`config.mk`:
```
export PLATFORM = sky130hd
export DESIGN_NAME = wb_irq_sched
export DESIGN_NICKNAME = d
export VERILOG_FILES = /design/src/rtl/wb_irq_sched_pkg.sv /design/src/rtl/wb_irq_timer.sv /design/src/rtl/wb_irq_sched.sv
export SDC_FILE = /design/constraint.sdc
export NUM_CORES = 1
export LEC_CHECK = 0
export BUFFER_PORTS_ARGS = -buffer_cell sky130_fd_sc_hd__buf_4
export CAP_MARGIN = 20
export CORE_ASPECT_RATIO = 1.2
export CORE_MARGIN = 5
export CORE_UTILIZATION = 40
export CTS_CLUSTER_DIAMETER = 100
export DETAILED_ROUTE_END_ITERATION = 16
export PLACE_DENSITY = 0.71
export SLEW_MARGIN = 20
export SYNTH_ARGS = -nofsm -noshare
export SYNTH_HDL_FRONTEND = slang
export SYNTH_HIERARCHICAL = 1
export SYNTH_SLANG_ARGS = --single-unit
```
`constraint.sdc`:
```
create_clock -name clk -period 3.55 [get_ports clk]
set_input_delay 0 -clock clk [delete_from_list [all_inputs] [get_ports clk]]
set_output_delay 0 -clock clk [all_outputs]
set_load 0.02 [all_outputs]
```
`src/rtl/wb_irq_sched_pkg.sv`:
```
// Shared constants for the machine-mode interrupt scheduler: config word map,
// mcause codes and FSM state encoding.
package wb_irq_sched_pkg;

   localparam logic [2:0] CFG_MTIME_LO    = 3'd0;
   localparam logic [2:0] CFG_MTIME_HI    = 3'd1;
   localparam logic [2:0] CFG_MTIMECMP_LO = 3'd2;
   localparam logic [2:0] CFG_MTIMECMP_HI = 3'd3;
   localparam logic [2:0] CFG_MSIP        = 3'd4;

   localparam int IRQ_CODE_W = 4;
   localparam logic [IRQ_CODE_W-1:0] CAUSE_MEI = 4'd11;
   localparam logic [IRQ_CODE_W-1:0] CAUSE_MSI = 4'd3;
   localparam logic [IRQ_CODE_W-1:0] CAUSE_MTI = 4'd7;

   typedef enum logic [1:0] {
      ST_IDLE     = 2'd0,
      ST_ARMED    = 2'd1,
      ST_WAIT_MIE = 2'd2
   } irq_state_e;

endpackage

```
`src/rtl/wb_irq_timer.sv`:
```
// mtime/mtimecmp/msip register block with prescaler and registered mtip compare.
module wb_irq_timer
   import wb_irq_sched_pkg::*;
#(
   parameter int XLEN     = 32,
   parameter int TICK_DIV = 1
) (
   input  logic            clk,
   input  logic            rst,
   input  logic            cfg_we,
   input  logic [2:0]      cfg_addr,
   input  logic [XLEN-1:0] cfg_wdata,
   output logic [63:0]     mtime,
   output logic [63:0]     mtimecmp,
   output logic            mtip,
   output logic            msip
);

   localparam int PW = (TICK_DIV < 2) ? 1 : $clog2(TICK_DIV);

   logic [PW-1:0] presc;
   logic          tick;
   logic [63:0]   mtime_nxt;
   logic [63:0]   mtimecmp_nxt;

   // A write to either mtime half wins over the tick for that cycle, no carry.
   always_comb begin
      tick         = (presc == PW'(TICK_DIV - 1));
      mtime_nxt    = mtime;
      mtimecmp_nxt = mtimecmp;
      if (cfg_we && cfg_addr == CFG_MTIME_LO)
         mtime_nxt = {mtime[63:32], cfg_wdata[31:0]};
      else if (cfg_we && cfg_addr == CFG_MTIME_HI)
         mtime_nxt = {cfg_wdata[31:0], mtime[31:0]};
      else if (tick)
         mtime_nxt = mtime + 64'd1;
      if (cfg_we && cfg_addr == CFG_MTIMECMP_LO)
         mtimecmp_nxt = {mtimecmp[63:32], cfg_wdata[31:0]};
      else if (cfg_we && cfg_addr == CFG_MTIMECMP_HI)
         mtimecmp_nxt = {cfg_wdata[31:0], mtimecmp[31:0]};
   end

   always_ff @(posedge clk) begin
      if (rst) begin
         presc    <= '0;
         mtime    <= '0;
         mtimecmp <= '1;
         mtip     <= 1'b0;
         msip     <= 1'b0;
      end else begin
         presc    <= tick ? '0 : presc + PW'(1);
         mtime    <= mtime_nxt;
         mtimecmp <= mtimecmp_nxt;
         mtip     <= (mtime_nxt >= mtimecmp_nxt);
         if (cfg_we && cfg_addr == CFG_MSIP)
            msip <= cfg_wdata[0];
      end
   end

endmodule

```
`src/rtl/wb_irq_sched.sv`:
```
// Machine interrupt scheduler: syncs ext_irq, prioritises pending sources and
// takes the trap at a safe writeback boundary.
module wb_irq_sched
   import wb_irq_sched_pkg::*;
#(
   parameter int XLEN         = 32,
   parameter int PC_WIDTH     = 32,
   parameter int TICK_DIV     = 1,
   parameter int MIE_WAIT_MAX = 15
) (
   input  logic                clk,
   input  logic                rst,
   input  logic                cfg_we,
   input  logic [2:0]          cfg_addr,
   input  logic [XLEN-1:0]     cfg_wdata,
   output logic [XLEN-1:0]     cfg_rdata,
   input  logic                ext_irq,
   input  logic                mstatus_mie,
   input  logic                mie_meie,
   input  logic                mie_msie,
   input  logic                mie_mtie,
   input  logic                wb_valid,
   input  logic [PC_WIDTH-1:0] wb_pc,
   input  logic                wb_inst_csr,
   input  logic                system_flush,
   output logic                irq_take,
   output logic [XLEN-1:0]     irq_cause,
   output logic [PC_WIDTH-1:0] irq_epc,
   output logic [2:0]          mip_out
);

   localparam int WCW = (MIE_WAIT_MAX < 2) ? 1 : $clog2(MIE_WAIT_MAX + 1);

   logic [63:0]           mtime;
   logic [63:0]           mtimecmp;
   logic                  mtip;
   logic                  msip;
   logic [1:0]            ext_sync;
   logic [2:0]            mip;
   logic [2:0]            active;
   logic                  pend;
   logic [IRQ_CODE_W-1:0] code;
   irq_state_e            state;
   irq_state_e            next_state;
   logic [WCW-1:0]        wait_cnt;

   wb_irq_timer #(.XLEN(XLEN), .TICK_DIV(TICK_DIV)) u_timer (
      .clk       (clk),
      .rst       (rst),
      .cfg_we    (cfg_we),
      .cfg_addr  (cfg_addr),
      .cfg_wdata (cfg_wdata),
      .mtime     (mtime),
      .mtimecmp  (mtimecmp),
      .mtip      (mtip),
      .msip      (msip)
   );

   always_ff @(posedge clk) begin
      if (rst) ext_sync <= 2'b00;
      else     ext_sync <= {ext_sync[0], ext_irq};
   end

   assign mip       = {ext_sync[1], mtip, msip};
   assign active    = mip & {mie_meie, mie_mtie, mie_msie};
   assign pend      = mstatus_mie & (|active);
   assign mip_out   = mip;
   assign irq_epc   = wb_pc;
   assign irq_cause = {1'b1, (XLEN-1)'(code)};

   // External beats software beats timer.
   always_comb begin
      code = CAUSE_MTI;
      if (active[2])      code = CAUSE_MEI;
      else if (active[0]) code = CAUSE_MSI;
   end

   always_ff @(posedge clk) begin
      if (rst) begin
         state    <= ST_IDLE;
         wait_cnt <= '0;
      end else begin
         state    <= next_state;
         wait_cnt <= (state == ST_WAIT_MIE) ? wait_cnt + WCW'(1) : '0;
      end
   end

   // CSR/system instructions and flush cycles are never interrupted.
   always_comb begin
      next_state = state;
      irq_take   = 1'b0;
      case (state)
         ST_IDLE: begin
            if (pend) next_state = ST_ARMED;
         end
         ST_ARMED: begin
            if (!pend) begin
               next_state = ST_IDLE;
            end else if (wb_valid && !wb_inst_csr && !system_flush) begin
               irq_take   = !rst;
               next_state = ST_WAIT_MIE;
            end
         end
         ST_WAIT_MIE: begin
            if (!mstatus_mie || wait_cnt == WCW'(MIE_WAIT_MAX))
               next_state = ST_IDLE;
         end
         default: next_state = ST_IDLE;
      endcase
   end

   always_comb begin
      cfg_rdata = '0;
      case (cfg_addr)
         CFG_MTIME_LO:    cfg_rdata = XLEN'(mtime[31:0]);
         CFG_MTIME_HI:    cfg_rdata = XLEN'(mtime[63:32]);
         CFG_MTIMECMP_LO: cfg_rdata = XLEN'(mtimecmp[31:0]);
         CFG_MTIMECMP_HI: cfg_rdata = XLEN'(mtimecmp[63:32]);
         CFG_MSIP:        cfg_rdata = XLEN'(msip);
         default:         cfg_rdata = '0;
      endcase
   end

endmodule

```
* Word-level counts from Yosys, hierarchy flattened *
Index checks and enable logic that the tools add are counted.

word-level totals
  flip-flop bits (word level) = 139
  input port bits = 78
  output and inout bits = 100
  logic and storage cells = 60

operators by class
  add/sub/neg operators = 3
  magnitude comparators = 1
  equality and inequality tests = 10
  muxes and demuxes = 16
  bitwise gates (word level) = 4
  reductions and logical operators = 18

operators by type and width
  cell                                            count
  2-to-1 mux 64 bit                               5
  one-hot mux 32 bit (5 select lines)             1
  adder 64 x 1 -> 64 bit (second input constant)  1
  greater-or-equal comparator 64 bit              1
  2-to-1 mux 2 bit                                4
  logical AND 1 bit                               7
  == test 3 x 2 -> 1 bit (second input constant)  2
  one-hot mux 2 bit (3 select lines)              1
  adder 4 x 1 -> 4 bit (second input constant)    1
  == test 4 bit (second input constant)           1
  zero test 1 bit                                 4
  2-to-1 mux 4 bit                                1
  OR reduction 2 bit                              2
  AND 3 bit                                       1
  == test 3 x 1 -> 1 bit (second input constant)  1
  == test 3 bit (second input constant)           1
  zero test 3 bit                                 1
  2-to-1 mux 1 bit                                3
  2-to-1 mux 3 bit                                1
  != test 3 bit (second input constant)           1
  AND reduction 3 bit                             1
  OR reduction 3 bit                              1
  == test 2 x 1 -> 1 bit (second input constant)  1
  == test 2 bit (second input constant)           1
  other kinds (7)                                 8

* Longest topological paths before layout *
Gate-level depths: netlist of the first run.

  depth after elaboration = 6
  mapped depth = 15
  gate-level depth less buffers = 14

* Cells and area by module *
The synthesis of the first run kept the hierarchy.

modules (own cells, without submodules)
  module        times used  cells an instance  area each (um^2)  sequential area each (um^2)
  wb_irq_timer  1           938                7878.8            2622.5
  wb_irq_sched  1           217                1770.4            160.2

* Least setup slack after synthesis of the first run *
Ideal clock, no wire load.

  kind = reg2reg
  start point = reg u_timer.mtime[0]
  end point = reg u_timer.mtip
  library setup time = 0.132 ns
  arrival time = 3.077 ns
  data required time = 3.418 ns
  path slack = 0.341 ns
  cell stages (with the launch flop) = 16
  buffers on the path = 1
  period minus slack after synthesis = 3.209 ns
  cell sequence = dfxtp_1 -> ha_1 -> nand3_1 -> or4_4 -> buf_6 -> nor4_4 -> a31oi_1 -> o21ba_1 -> a211oi_1 -> ha_1 -> nand4_1 -> nor2_1 -> a22oi_1 -> o211ai_1 -> a211oi_1 -> nor3_1

between the ends
  word-level cells in the longest chain between the ends = 5

ends and longest elaborated chain
  item                                line                text
  from (decl)                         wb_irq_timer.sv:13  output logic [63:0] mtime,
  from (signal assigned)              wb_irq_timer.sv:52  mtime <= mtime_nxt;
  adder 64 x 1 -> 64 bit              wb_irq_timer.sv:36  mtime_nxt = mtime + 64'd1;
  2-to-1 mux 64 bit                   wb_irq_timer.sv:35  else if (tick)
  2-to-1 mux 64 bit                   wb_irq_timer.sv:33  else if (cfg_we && cfg_addr == CFG_MTIME_HI)
  2-to-1 mux 64 bit                   wb_irq_timer.sv:31  if (cfg_we && cfg_addr == CFG_MTIME_LO)
  net u_timer.mtime_nxt[56]           wb_irq_timer.sv:23  logic [63:0] mtime_nxt;
  greater-or-equal comparator 64 bit  wb_irq_timer.sv:54  mtip <= (mtime_nxt >= mtimecmp_nxt);
  to (signal assigned)                wb_irq_timer.sv:54
  to (decl)                           wb_irq_timer.sv:15  output logic mtip,

The timed path passes the listed nets, and every way through them passes these cells.
A chain may end at the register's enable or synchronous reset.

* Worst setup path in the final report of the first run *
  start point = reg u_timer.mtime[6]
  end point = reg u_timer.mtip

Same word-level chain as after synthesis.

==> results.md, run 1 <==
Final layout:
- Summing all non-filler instances in the final layout gives an area of 0.0121 mm^2.
- In the layout the commonest cells are 186 x sky130_fd_sc_hd__buf_4, 176 x sky130_fd_sc_hd__nand2_1, 120 x sky130_fd_sc_hd__dfxtp_1, 75 x sky130_fd_sc_hd__nor2_1, 66 x sky130_fd_sc_hd__mux2i_1.
- Cells with a size suffix above 1 make up 25.5% of the layout.
- The filler cell count in the final layout is 2270.
- The repair_antennas step left the layout with diodes totalling 0.
- Across the whole layout, storage elements account for 0.00282 mm^2.
- Measured on the finished design, the core utilization comes to 50.7%.
- The most common cell after layout, fill and taps aside is sky130_fd_sc_hd__buf_4.
- The relative area change from synthesis to final layout is 25.5%.
- The multi-input gate area in the final layout is 0.00640 mm^2.
- The layout net count is 1447.

Detailed routing:
- The DRC violation count after routing is 0.
- The aggregate routed wire length is 32400 um.
- Once detail routing completed, the nets flagged for antenna violations numbered 0.
- The total vias in the final route is 9671.
- The number of DRC violations after detailed-routing iteration 0 is 827.
- The pre-antenna-repair detailed-routing pass consisted of 5 iterations.
- In the routed layout, each cell is associated on average with a via count of 5.91.
- The final routed wire length divided by cell count is 19.8 um.

Clock tree:
- The number of sinks handled by clock tree synthesis is 139.
- Clock tree synthesis selected as its root buffer the cell sky130_fd_sc_hd__clkbuf_16.
- The clock tree synthesis step divided the H-tree into 4 levels.
- The clock input transition at the sequential cells of the worst setup and hold paths is 0.06 ns.
- Buffers inserted during clock tree synthesis total 17.
- The clock reaches the later pin of the worst-skew pair after 0.43 ns.
- The buffer levels on the longest clock path is 2.
- TritonCTS built the clock tree.

Yosys:
- The flip-flop cell with the highest count after synthesis is sky130_fd_sc_hd__dfxtp_1.
- The fraction of the yosys area taken by sequential cells is 28.8%.
- Yosys printed 6 warnings.
- The number of different library cells used by synthesis comes to 75.
- After synthesis, the share of flip-flops with an asynchronous set or reset is 0%.
- The post-synthesis cell count is 1155.
- After synthesis the netlist holds a flip-flop and latch count of 139.
- Yosys mapped a number of flops with a built-in enable equal to 0.
- The post-synthesis cell area is 0.00965 mm^2.
- In this run the mean area of a mapped cell was 8.35 um^2.

Place:
- Detailed placement ended at an HPWL of 23000 um.
- At the end of routability-driven placement, the weighted congestion stood at 0.974.
- After detailed placement, the total cell area comes to 0.0109 mm^2.
- The number of input and output port buffers inserted is 83.

STA:
- The smallest clock period supported by the final layout is computed as 3.44 ns.
- In the finished design, the share of the clock period the worst path needs comes to 96.8%.
- The number of max-slew violations in the final report came to 0.
- The headroom to the max-slew limit is 29.7%.
- Timing would allow up to 291 MHz.
- The transition time of the tightest slew-check pin is 1.05 ns.
- The final setup violation count is 0.
- Across the routed clock network, the largest skew measured is 0.00825 ns.
- The final hold slack is 0.00000774 ns.
- In the final timing run, aggregate negative setup slack is 0 ns.
- The count of endpoints failing hold in the final timing report is 0.

Critical path:
- For the worst setup path, the data required time is 3.84 ns.
- The reg-to-reg critical path startpoint is u_timer/mtime[6]$_SDFF_PP0_.
- The startpoint class of the critical path is a flop.
- The setup slack on the worst flop-to-flop path is 0.11 ns.
- The endpoint identified for the worst register-to-register timing path is u_timer/mtip$_SDFF_PP0_.
- Grouping stages by cell kind, the critical path spends the most delay in simple AND/OR/NAND/NOR gates.
- Of all nets on the critical path, the largest fanout is 4.
- STA classifies the critical path endpoint as a flop.
- The startpoint of the most critical setup path is u_timer/mtime[6]$_SDFF_PP0_.
- The signal arrival time at the worst endpoint is 3.72 ns.
- The sum of buffers and inverters on the critical path is 4.
- The slowest stage of the critical path is the sky130_fd_sc_hd__dfxtp_1 cell.
- The path type of the worst setup path is reg -> reg.
- The most repeated library cell on the critical path is sky130_fd_sc_hd__buf_4.
- The signal on the critical path passes through nand3_2, nor3_1, buf_4, nand3_1, buf_4, buf_4, nor3_1, xnor2_1, a21oi_1, ha_1, and4_1, a221oi_1, buf_4, o2111ai_1, a211oi_1, nor3_1.
- The number of cells traversed by the worst register-to-register path is 16.
- On the worst path, the slowest cell contributes a delay of 0.37 ns.

Floorplanning:
- The I/O pin count is 178.
- The die footprint is 0.0273 mm^2.
- The initial utilization of the core area, before any placement, comes to 40.4%.
- The site row count is 62.
- In this run the vertical extent of the chip is 180 um.
- The region available for standard cell placement spans 0.0239 mm^2.
- The die is 152 um wide.

Worst hold path:
- The worst min-delay path startpoint is wb_pc[20].
- The path type of the worst min-delay path is in -> out.
- The endpoint with the worst hold slack is irq_epc[20].
- The worst hold path was traced through 0 stages.

Power:
- The static leakage power is 0.00520 uW.
- The power density normalized to cell area is 347 mW/mm^2.
- The worst supply voltage drop on vdd is 270 uV.
- The completed layout was analyzed and its total power is 4200 uW.

Global route:
- For this run, the total global-route usage over all layers was measured as 22.9%.
- For this run, global-route usage on met1 was measured as 27.9%.
- The global-route wire length before repair is 50200 um.
- The maximum number of pins on one net before global-route repair is 55.
- The met2 layer usage reported by global route is 39.4%.
- The most heavily used metal layer in global routing is met2.
- The number of global-route vias before repair came to 9586.
- The routing usage on met3 is 3.62%.
- Summed over all layers, the global routing overflow is 0.
- The initial antenna violation count is 0.

Run:
- The total of max-cap violations is 0.

Run status:
- The flow ran to the end, and the final reports show no timing, DRC or antenna violations.
final cells by class:
class	count	area share, %
well taps	320	3.31
multi-input cells	908	52.9
inverters	12	0.372
flip-flops and latches	139	23.3
clock buffers	23	4.03
clock inverters	9	1.11
repair buffers	225	15.0
cell usage after synthesis, drive strengths merged, types with 3 or more instances:
cell     count  share of area (%)
buf         87                6.7
conb         3               0.12
nor2b        4               0.26
and4        13                1.2
a2111oi     13                1.4
a21o         6               0.47
and3         9               0.60
ha          66                8.6
xor2        15                1.4
and2        23                1.5
or3          4               0.26
clkbuf      37                1.4
or4          3               0.27
nand2      178                6.9
inv         11               0.43
a22oi       69                6.9
nand2b       8               0.52
a211oi      34                2.6
mux2i       66                6.8
a221oi       3               0.27
o32ai        4               0.36
nor2        79                3.1
nor4        17                1.6
nor3b        6               0.69
o21a         6               0.47
nand4b       4               0.36
nand3       39                2.1
nor3        36                2.0
xnor2       16                1.5
nor4b        3               0.49
a21oi       53                2.8
o21ai       30                1.6
a31oi       10               0.65
and4b        3               0.31
dfxtp      139                 29
o211ai       4               0.31
o22ai        3               0.19
nand4       27                1.8
per-layer routing:
layer	vias to the layer above	wire [um]	part of all wire (%)
met5	-	0	0
met4	0	1320	4.1
met3	104	1980	6.1
met2	464	16000	49
met1	4640	13000	40
li1	4463	-	-
repair_timing:
action / 4_1_cts / 5_1_grt
pin swaps: 1 / 25
setup endpoints to repair: 1 / 1
hold buffers: 35 / 0
resized for setup: 4 / 68
cloned: 0 / 0
hold endpoints to repair: 120 / 0
setup buffers: 0 / 5
power breakdown:
| part | switching (uW) | internal (uW) |
|---|---|---|
| sequential | 46.2 | 1610 |
| combinational | 381 | 269 |
| clock | 714 | 1180 |
| total | 1140 | 3060 |
worst max path at each step:
stage                         endpoint  slack [ns]  cells after the start
2_1_floorplan  u_timer/mtip$_SDFF_PP0_        0.34                     15
3_3_place_gp   u_timer/mtip$_SDFF_PP0_       -0.04                     13
3_5_place_dp   u_timer/mtip$_SDFF_PP0_        -0.1                     15
4_1_cts        u_timer/mtip$_SDFF_PP0_       0.002                     15
5_1_grt        u_timer/mtip$_SDFF_PP0_       -0.03                     17
6_report       u_timer/mtip$_SDFF_PP0_        0.11                     16
worst reg2reg max path, delay by kind of cell, from the launching register on:
kind	cells	cell delay (ns)
simple gates	6	1.02
buf+inv	4	0.70
compound gates	4	0.70
flops	1	0.37
fa+ha+maj	1	0.29
xor+xnor	1	0.21
state kept, by name, summed over array words and instances, names as in the netlist:
| register | cells |
|---|---|
| ext_sync | 2 |
| state | 2 |
| u_timer/msip | 1 |
| u_timer/mtime | 64 |
| u_timer/mtimecmp | 64 |
| u_timer/mtip | 1 |
| u_timer/presc | 1 |
| wait_cnt | 4 |
through the flow:
| step | std cells | setup slack (ns) |
|---|---|---|
| after floorplan | 1183 | 0.341 |
| after global placement | 1564 | -0.0413 |
| after detailed placement | 1564 | -0.0969 |
| after CTS | 1631 | 0.00183 |
| after global routing | 1636 | -0.0322 |
| final | 1636 | 0.113 |
logic make-up after synthesis:
group / synth area share [%]
other: 0.117
AND/OR/NAND/NOR: 24.9
multiplexers: 7.31
adder cells (fa/ha/maj): 8.56
XOR/XNOR: 2.81
flip-flops: 28.8
buffers and inverters: 8.57
AO/OA/AOI/OAI: 18.9
Note: power is estimated with default switching activity, not from simulation.
==> run 2: changes to the inputs <==
--- a/config.mk
+++ b/config.mk
@@ -12,6 +12,7 @@
 export CORE_UTILIZATION = 40
 export CTS_CLUSTER_DIAMETER = 100
 export DETAILED_ROUTE_END_ITERATION = 16
+export GPL_TIMING_DRIVEN = 0
 export PLACE_DENSITY = 0.71
 export SLEW_MARGIN = 20
 export SYNTH_ARGS = -nofsm -noshare
==> constraint.sdc (replaced) <==
create_clock -name clk -period 3.55 [get_ports clk]
set_input_delay 0 -clock clk [delete_from_list [all_inputs] [get_ports clk]]
set_output_delay 0 -clock clk [all_outputs]
set_load 0.01 [all_outputs]
==> run 2 against run 1 <==
Compared with the run above:
- count of clock-buffer cells in the layout down 6
- clock power down 3%
- sequential share of layout area down 0.98 points
- non-clock buffer count up 94
- register-to-register slack worse by 0.38 ns
- critical endpoint unchanged
- the run now ends with setup timing left
- combinational power up 9.1%
- via count up 6.2%
- highest routed layer unchanged
- wire length up 15%
- die area unchanged
==> results.md, run 2 (synthesized netlist as in run 1, its figures left out) <==
Power:
- The proportion of power drawn by combinational gates is 16.8% (was 15.5%).
- The switching part of the total came to 28.2% (was 27.2%).
- The share of total power in the clock network was 43.8% (was 45.2%).
- The worst supply voltage drop on vdd is 320 uV (was 270 uV).
- The sequential power share was 39.3% (about the same).
- The static leakage power was 0.00563 uW (was 0.00520 uW).
- The switching component of the power is 1190 uW (was 1140 uW).
- The power density normalized to cell area is 328 mW/mm^2 (was 347 mW/mm^2).
- The cell-internal power is 3030 uW (was 3060 uW).

Place:
- The post-placement worst setup slack came to -1.50 ns (was -0.0969 ns).
- The detailed-placement wirelength estimate is 26900 um (was 23000 um).
- The total instance count after detailed placement is 1618 (was 1564).
- The standard cell area after detailed placement was 0.0110 mm^2 (was 0.0109 mm^2).
- The number of input and output port buffers inserted was 115 (was 83).
- The weighted congestion at the end of routability-driven global placement is 1.04 (was 0.974).

Floorplanning:
- The die boundary width was 152 um (unchanged).
- The effective utilization at floorplan is 40.4% (unchanged).
- The height of the die is 180 um (unchanged).
- The placeable core region is 0.0239 mm^2 (unchanged).
- The die footprint came to 0.0273 mm^2 (unchanged).
- The I/O pin count is 178 (unchanged).
- The site row count is 62 (unchanged).

Final layout:
- Largest registers in the final layout: u_timer/mtime: 64 flops, u_timer/mtimecmp: 64 flops, wait_cnt: 4 flops (unchanged).
- The final core area utilization is 53.7% (was 50.7%).
- The post-layout instance count excluding filler cells is 1730 (was 1636).
- The relative area change from synthesis to final layout was 33.0% (was 25.5%).
- The number of inserted diodes came to 0 (unchanged).
- The layout net count came to 1541 (was 1447).
- Top library cells by usage in the layout, fill and taps aside: 227 x sky130_fd_sc_hd__buf_4, 172 x sky130_fd_sc_hd__nand2_1, 107 x sky130_fd_sc_hd__dfxtp_1, 76 x sky130_fd_sc_hd__nor2_1, 66 x sky130_fd_sc_hd__mux2i_1 (was 186 x sky130_fd_sc_hd__buf_4, 176 x sky130_fd_sc_hd__nand2_1, 120 x sky130_fd_sc_hd__dfxtp_1, 75 x sky130_fd_sc_hd__nor2_1, 66 x sky130_fd_sc_hd__mux2i_1).
- The most common cell after layout, fill and taps aside is sky130_fd_sc_hd__buf_4 (unchanged).
- The design area is 0.0128 mm^2 (was 0.0121 mm^2).
- The proportion of layout cells with a drive suffix above 1 is 29.1% (was 25.5%).
- The filler cell count in the final layout is 2234 (was 2270).

Critical path:
- The startpoint class of the critical path is a flop (unchanged).
- The signal arrival time at the worst endpoint is 4.08 ns (was 3.72 ns).
- The cell family contributing the most delay on the critical path is simple AND/OR/NAND/NOR gates (unchanged).
- The slowest stage cell on the critical path is sky130_fd_sc_hd__or4_4 (was sky130_fd_sc_hd__dfxtp_1).
- The most repeated library cell on the critical path was sky130_fd_sc_hd__buf_4 (unchanged).
- Chain of cells forming the critical path: ha_4, nand3_4, or4_4, buf_12, buf_4, nor4_1, a31oi_1, o21a_1, ha_1, and4_1, a221oi_4, buf_4, o2111ai_4, a211oi_2, nor3_2 (was nand3_2, nor3_1, buf_4, nand3_1, buf_4, buf_4, nor3_1, xnor2_1, a21oi_1, ha_1, and4_1, a221oi_1, buf_4, o2111ai_1, a211oi_1, nor3_1).
- The sum of buffers and inverters on the critical path is 3 (was 4).
- The biggest cell delay along the critical path is 0.45 ns (was 0.37 ns).
- The largest fanout on the critical path is 6 (was 4).
- The required time reported for the critical path endpoint is 3.81 ns (was 3.84 ns).
- The path type of the worst setup path is reg -> reg (unchanged).
- The sort of element at the end of the critical path is a flop (unchanged).

STA:
- The final critical delay including setup and external delays is 3.82 ns (was 3.44 ns).
- The setup clock skew after layout is 0.0115 ns (was 0.00825 ns).
- Setup repair after global routing could not meet its margin everywhere.
- The count of endpoints failing hold in the final timing report is 0 (unchanged).
- The final setup violation count is 1 (was 0).
- The least setup slack across all paths after layout is -0.268 ns (was 0.113 ns).
- The transition time of the tightest slew-check pin is 1.19 ns (was 1.05 ns).
- The headroom to the max-slew limit is 20.3% (was 29.7%).
- The achievable frequency is 262 MHz (was 291 MHz).
- The number of max-slew violations in the final report is 0 (unchanged).
- The share of the clock period used by the worst path is 108% (was 96.8%).

Detailed routing:
- The final routed wire length divided by cell count came to 21.5 um (was 19.8 um).
- The iteration count of the initial detailed-routing pass was 6 (was 5).
- The total vias in the final route is 10300 (was 9671).
- The number of DRC violations after detailed-routing iteration 0 came to 1164 (was 827).
- The number of nets still failing antenna checks after routing came to 0 (unchanged).
- The average via count per standard cell is 5.94 (was 5.91).
- The aggregate routed wire length is 37200 um (was 32400 um).
- The DRC violation count after routing is 0 (unchanged).

Global route:
- The global-route total usage across every layer is 25.8% (was 22.9%).
- The maximum number of pins on one net before global-route repair came to 17 (was 55).
- The remaining global-route overflow is 0 (unchanged).
- The number of global-route vias before repair is 9632 (was 9586).
- The initial antenna violation count came to 0 (unchanged).
- The global-route wire length before repair was 54600 um (was 50200 um).

Clock tree:
- The clock network latency to the later pin of the worst-skew pair came to 0.43 ns (about the same).
- The buffer levels on the longest clock path was 2 (unchanged).
- The buffer type at the clock tree root is sky130_fd_sc_hd__clkbuf_16 (unchanged).
- The clock tree from TritonCTS is done (unchanged).
- The number of sinks handled by clock tree synthesis is 139 (unchanged).
- The clock input transition at the sequential cells of the worst setup and hold paths is 0.06 ns (about the same).
- The CTS H-tree depth is 4 (unchanged).
- The total clock buffers created by CTS is 17 (unchanged).

Run status:
- The checks that failed: setup timing.
- Run status: finished, violations left (was finished clean).

Worst hold path:
- The path type of the worst min-delay path is in -> reg (was in -> out).

Run:
- The total of max-cap violations came to 0 (unchanged).
## run 2: cell types whose count changed in the layout (fill, tap and decap cells not counted), sizes merged
cell	previous run	this run
clkinv	4	10
clkinvlp	1	3
inv	13	11
buf	190	247
clkbuf	23	54
## run 2: timing repair
item	in CTS	in global routing
buffers inserted	19	27
endpoints found under the hold margin	126	0
hold buffers	35	0
pin swaps	19	31
endpoints found under the setup margin	1	1
gates resized for setup	61	72
## run 2: stage by stage
step / hold slack [ns] / power [uW] / TNS, ns
after floorplan: 0.0475 / 2050 / 0
after global placement: 0.178 / 2320 / -1.46
after detailed placement: 0.178 / 2330 / -1.50
after CTS: 0.00834 / 4200 / -0.169
after global routing: 0.0284 / 4350 / -0.301
final: 0.0122 / 4210 / -0.268
## run 2: area by class of cell
cell class / instances / area [um^2] / share of cell area (%)
multi-input combinational: 908 / 6550 / 51.0
buffer: 123 / 803 / 6.26
clock buffer: 17 / 425 / 3.31
timing repair buffer: 196 / 1570 / 12.2
inverter: 12 / 45.0 / 0.351
tap: 320 / 400 / 3.12
sequential: 139 / 2860 / 22.3
clock inverter: 15 / 176 / 1.37
## run 2: path summary, 6_finish.rpt
check,from,cells after the start,endpoint,slack (ns)
max reg2reg,u_timer/mtime[0]$_SDFF_PP0_,15,u_timer/mtip$_SDFF_PP0_,-0.27
max,u_timer/mtime[0]$_SDFF_PP0_,15,u_timer/mtip$_SDFF_PP0_,-0.27
min reg2reg,ext_sync[0]$_SDFF_PP0_,1,ext_sync[1]$_SDFF_PP0_,0.44
min,mie_mtie,4,state[0]$_SDFFE_PP0P_,0.01
## run 2: worst min-delay path, stage by stage
cell                       delay [ns]
sky130_fd_sc_hd__buf_4           0.09
sky130_fd_sc_hd__a311oi_1        0.07
sky130_fd_sc_hd__o21ai_0         0.07
sky130_fd_sc_hd__and4b_1         0.18
## run 2: routing by layer
layer | part of all wire (%) | GRT usage (%)
met1 | 38 | 31.4
met2 | 46 | 42.6
met3 | 10 | 5.64
met4 | 5.9 | 13.1
met5 | 0 | 0
## run 2: power groups by stage
stage	registers, uW	logic, uW	clock network [uW]
global placement	1690	629	0
global route	1660	761	1920
detailed placement	1690	636	0
finish	1660	708	1850
CTS	1660	683	1850
floorplan	1680	378	0
==> run 3: changes to the inputs <==
--- a/config.mk
+++ b/config.mk
@@ -12,8 +12,7 @@
 export CORE_UTILIZATION = 40
 export CTS_CLUSTER_DIAMETER = 100
 export DETAILED_ROUTE_END_ITERATION = 16
-export GPL_TIMING_DRIVEN = 0
-export PLACE_DENSITY = 0.71
+export PLACE_DENSITY = 0.73
 export SLEW_MARGIN = 20
 export SYNTH_ARGS = -nofsm -noshare
 export SYNTH_HDL_FRONTEND = slang
==> constraint.sdc (replaced) <==
create_clock -name clk -period 3.1 [get_ports clk]
set_input_delay 0 -clock clk [delete_from_list [all_inputs] [get_ports clk]]
set_output_delay 0 -clock clk [all_outputs]
set_load 0.01 [all_outputs]
==> run 3 against run 2 <==
Compared with the run above:
- the run still ends with setup timing left
- count of clock-buffer cells in the layout increased by 5
- worst hold slack got worse by 0.012 ns
- power increased by 14%
- combinational power increased by 6.6%
- critical path type unchanged
==> results.md, run 3 (synthesized netlist as in run 1, its figures left out) <==
Detailed routing:
- The iteration count of the initial detailed-routing pass was 6 (unchanged).
- The number of DRC violations after detailed-routing iteration 0 is 872 (was 1164).
- The average via count per standard cell is 5.70 (was 5.94).
- The aggregate routed wire length came to 32600 um (was 37200 um).
- The number of nets still failing antenna checks after routing is 0 (unchanged).
- The DRC violation count after routing is 0 (unchanged).
- The total vias in the final route was 9891 (was 10300).
- The final routed wire length divided by cell count is 18.8 um (was 21.5 um).

Global route:
- The most heavily used metal layer in global routing was met2 (unchanged).
- The met1 global-route usage is 28.8% (was 31.4%).
- The initial antenna violation count is 0 (unchanged).
- The global-route total usage across every layer is 23.5% (was 25.8%).
- The met2 layer usage reported by global route came to 39.8% (was 42.6%).
- The global-route wire length before repair came to 51100 um (was 54600 um).
- The remaining global-route overflow is 0 (unchanged).
- The routing usage on met3 is 4.30% (was 5.64%).
- The number of global-route vias before repair is 9713 (was 9632).
- The maximum number of pins on one net before global-route repair came to 73 (was 17).

Place:
- The number of input and output port buffers inserted is 83 (was 115).
- The post-placement worst setup slack came to -0.406 ns (was -1.50 ns).
- The weighted congestion at the end of routability-driven global placement is 0.943 (was 1.04).
- The detailed-placement wirelength estimate was 24000 um (was 26900 um).
- The standard cell area after detailed placement is 0.0117 mm^2 (was 0.0110 mm^2).

Critical path:
- Chain of cells forming the critical path: ha_4, nand3_4, or4_4, buf_6, nor4_4, buf_4, a21oi_2, a211o_1, ha_1, and4_4, a221oi_4, o211ai_1, a211oi_2, nor3_1 (was ha_4, nand3_4, or4_4, buf_12, buf_4, nor4_1, a31oi_1, o21a_1, ha_1, and4_1, a221oi_4, buf_4, o2111ai_4, a211oi_2, nor3_2).
- The required time reported for the critical path endpoint came to 3.38 ns (was 3.81 ns).
- The startpoint class of the critical path is a flop (unchanged).
- The biggest cell delay along the critical path is 0.61 ns (was 0.45 ns).
- The path type of the worst setup path is reg -> reg (unchanged).
- The signal arrival time at the worst endpoint was 3.87 ns (was 4.08 ns).
- The reg-to-reg critical path startpoint is u_timer/mtime[0]$_SDFF_PP0_ (unchanged).
- The startpoint of the most critical setup path is u_timer/mtime[0]$_SDFF_PP0_ (unchanged).
- The largest fanout on the critical path was 5 (was 6).
- The slowest stage cell on the critical path is sky130_fd_sc_hd__or4_4 (unchanged).
- The sort of element at the end of the critical path is a flop (unchanged).

STA:
- The final-layout setup total negative slack is -0.489 ns (was -0.268 ns).
- The transition time of the tightest slew-check pin was 0.964 ns (was 1.19 ns).
- The final critical delay including setup and external delays was 3.59 ns (was 3.82 ns).
- The achievable frequency is 279 MHz (was 262 MHz).
- The headroom to the max-slew limit came to 35.7% (was 20.3%).
- The least setup slack across all paths after layout is -0.489 ns (was -0.268 ns).
- The number of max-slew violations in the final report was 0 (unchanged).
- The final hold slack is 0.00000389 ns (was 0.0122 ns).
- The share of the clock period used by the worst path is 116% (was 108%).
- Unrepaired setup endpoints after global routing: true (unchanged).
- The setup clock skew after layout is 0.0122 ns (was 0.0115 ns).
- The final setup violation count is 1 (unchanged).
- The count of endpoints failing hold in the final timing report is 0 (unchanged).

Final layout:
- The proportion of layout cells with a drive suffix above 1 is 28.6% (was 29.1%).
- The filler cell count in the final layout is 2180 (was 2234).
- The number of inserted diodes came to 0 (unchanged).
- The final core area utilization was 53.5% (was 53.7%).
- The most common cell after layout, fill and taps aside is sky130_fd_sc_hd__buf_4 (unchanged).
- Largest registers in the final layout: u_timer/mtime: 64 flops, u_timer/mtimecmp: 64 flops, wait_cnt: 4 flops (unchanged).
- The relative area change from synthesis to final layout came to 32.4% (was 33.0%).
- The layout net count is 1546 (was 1541).
- The design area is 0.0128 mm^2 (about the same).
- Top library cells by usage in the layout, fill and taps aside: 282 x sky130_fd_sc_hd__buf_4, 178 x sky130_fd_sc_hd__nand2_1, 134 x sky130_fd_sc_hd__dfxtp_1, 78 x sky130_fd_sc_hd__nor2_1, 66 x sky130_fd_sc_hd__mux2i_1 (was 227 x sky130_fd_sc_hd__buf_4, 172 x sky130_fd_sc_hd__nand2_1, 107 x sky130_fd_sc_hd__dfxtp_1, 76 x sky130_fd_sc_hd__nor2_1, 66 x sky130_fd_sc_hd__mux2i_1).

Power:
- The proportion of power drawn by combinational gates is 15.7% (was 16.8%).
- The sequential power share was 39.1% (was 39.3%).
- The power density normalized to cell area came to 375 mW/mm^2 (was 328 mW/mm^2).
- The static leakage power is 0.00565 uW (was 0.00563 uW).
- The cell-internal power is 3530 uW (was 3030 uW).
- The switching component of the power is 1260 uW (was 1190 uW).
- The switching part of the total is 26.4% (was 28.2%).
- The share of total power in the clock network is 45.2% (was 43.8%).
- The worst supply voltage drop on vdd came to 298 uV (was 320 uV).

Run:
- The total of max-cap violations is 0 (unchanged).

Floorplanning:
- The site row count is 62 (unchanged).
- The I/O pin count is 178 (unchanged).
- The placeable core region was 0.0239 mm^2 (unchanged).
- The height of the die came to 180 um (unchanged).
- The effective utilization at floorplan is 40.4% (unchanged).
- The die boundary width is 152 um (unchanged).
- The die footprint is 0.0273 mm^2 (unchanged).

Run status:
- Run status: finished, violations left (unchanged).
- Violated checks: setup timing (unchanged).

Worst hold path:
- The path type of the worst min-delay path was in -> out (was in -> reg).
- The worst min-delay path startpoint is wb_pc[30] (was mie_mtie).

Clock tree:
- The number of sinks handled by clock tree synthesis is 139 (unchanged).
- The CTS H-tree depth was 4 (unchanged).
- The total clock buffers created by CTS is 17 (unchanged).
- The buffer levels on the longest clock path is 2 (unchanged).
- The clock network latency to the later pin of the worst-skew pair is 0.43 ns (about the same).
- The clock input transition at the sequential cells of the worst setup and hold paths is 0.06 ns (about the same).
- The clock tree from TritonCTS is done (unchanged).
- The buffer type at the clock tree root is sky130_fd_sc_hd__clkbuf_16 (unchanged).
run 3: changes by cell type in the layout (fill, tap and decap cells not counted), sizes merged:
cell,before,now
clkinvlp,3,1
clkbuf,54,22
buf,247,289
clkinv,10,7
run 3: cell type report:
type / count / area, um^2 / share of cell area (%)
clock buffer: 22 / 484 / 3.79
clock inverter: 10 / 139 / 1.09
inverter: 12 / 45.0 / 0.353
multi-input combinational: 908 / 6320 / 49.4
sequential: 139 / 2790 / 21.9
tap: 320 / 400 / 3.13
timing repair buffer: 324 / 2600 / 20.3
run 3: layer usage:
layer	wire [um]	vias up
li1	-	4658
met2	16000	424
met5	0	-
met1	13000	4714
met4	1390	0
met3	2260	95
run 3: repair_timing:
action                     4_1_cts  5_1_grt
buffers inserted                 0        6
setup endpoints to repair        1        1
pin swaps                        1       17
hold buffers                    35        0
hold endpoints to repair       120        0
resized for setup                5       19
run 3: final timing paths:
kind / slack, ns / cells past startpoint / end
setup / recovery: -0.49 / 14 / u_timer/mtip$_SDFF_PP0_
hold / removal: 0.000004 / 0 / irq_epc[30]
setup reg to reg: -0.49 / 14 / u_timer/mtip$_SDFF_PP0_
hold reg to reg: 0.45 / 1 / ext_sync[1]$_SDFF_PP0_
run 3: critical path, delay by kind of cell (launching register included):
| family | cells | cell delay, ns |
|---|---|---|
| flops | 1 | 0.36 |
| simple gates | 5 | 1.20 |
| compound gates | 5 | 1.08 |
| buf+inv | 2 | 0.32 |
| fa+ha+maj | 2 | 0.47 |
run 3: metrics by stage:
step	total power, uW	cells
after CTS	4810	1730
after global placement	2600	1663
after global routing	4970	1735
after floorplan	2360	1183
after detailed placement	2620	1663
final	4800	1735
run 3: power by group through the flow:
stage	Combinational [uW]	Clock, uW	Sequential, uW
6_report	755	2170	1880
5_1_grt	822	2260	1880
4_1_cts	745	2200	1870
3_5_place_dp	706	0	1910
3_3_place_gp	692	0	1910
2_1_floorplan	434	0	1920
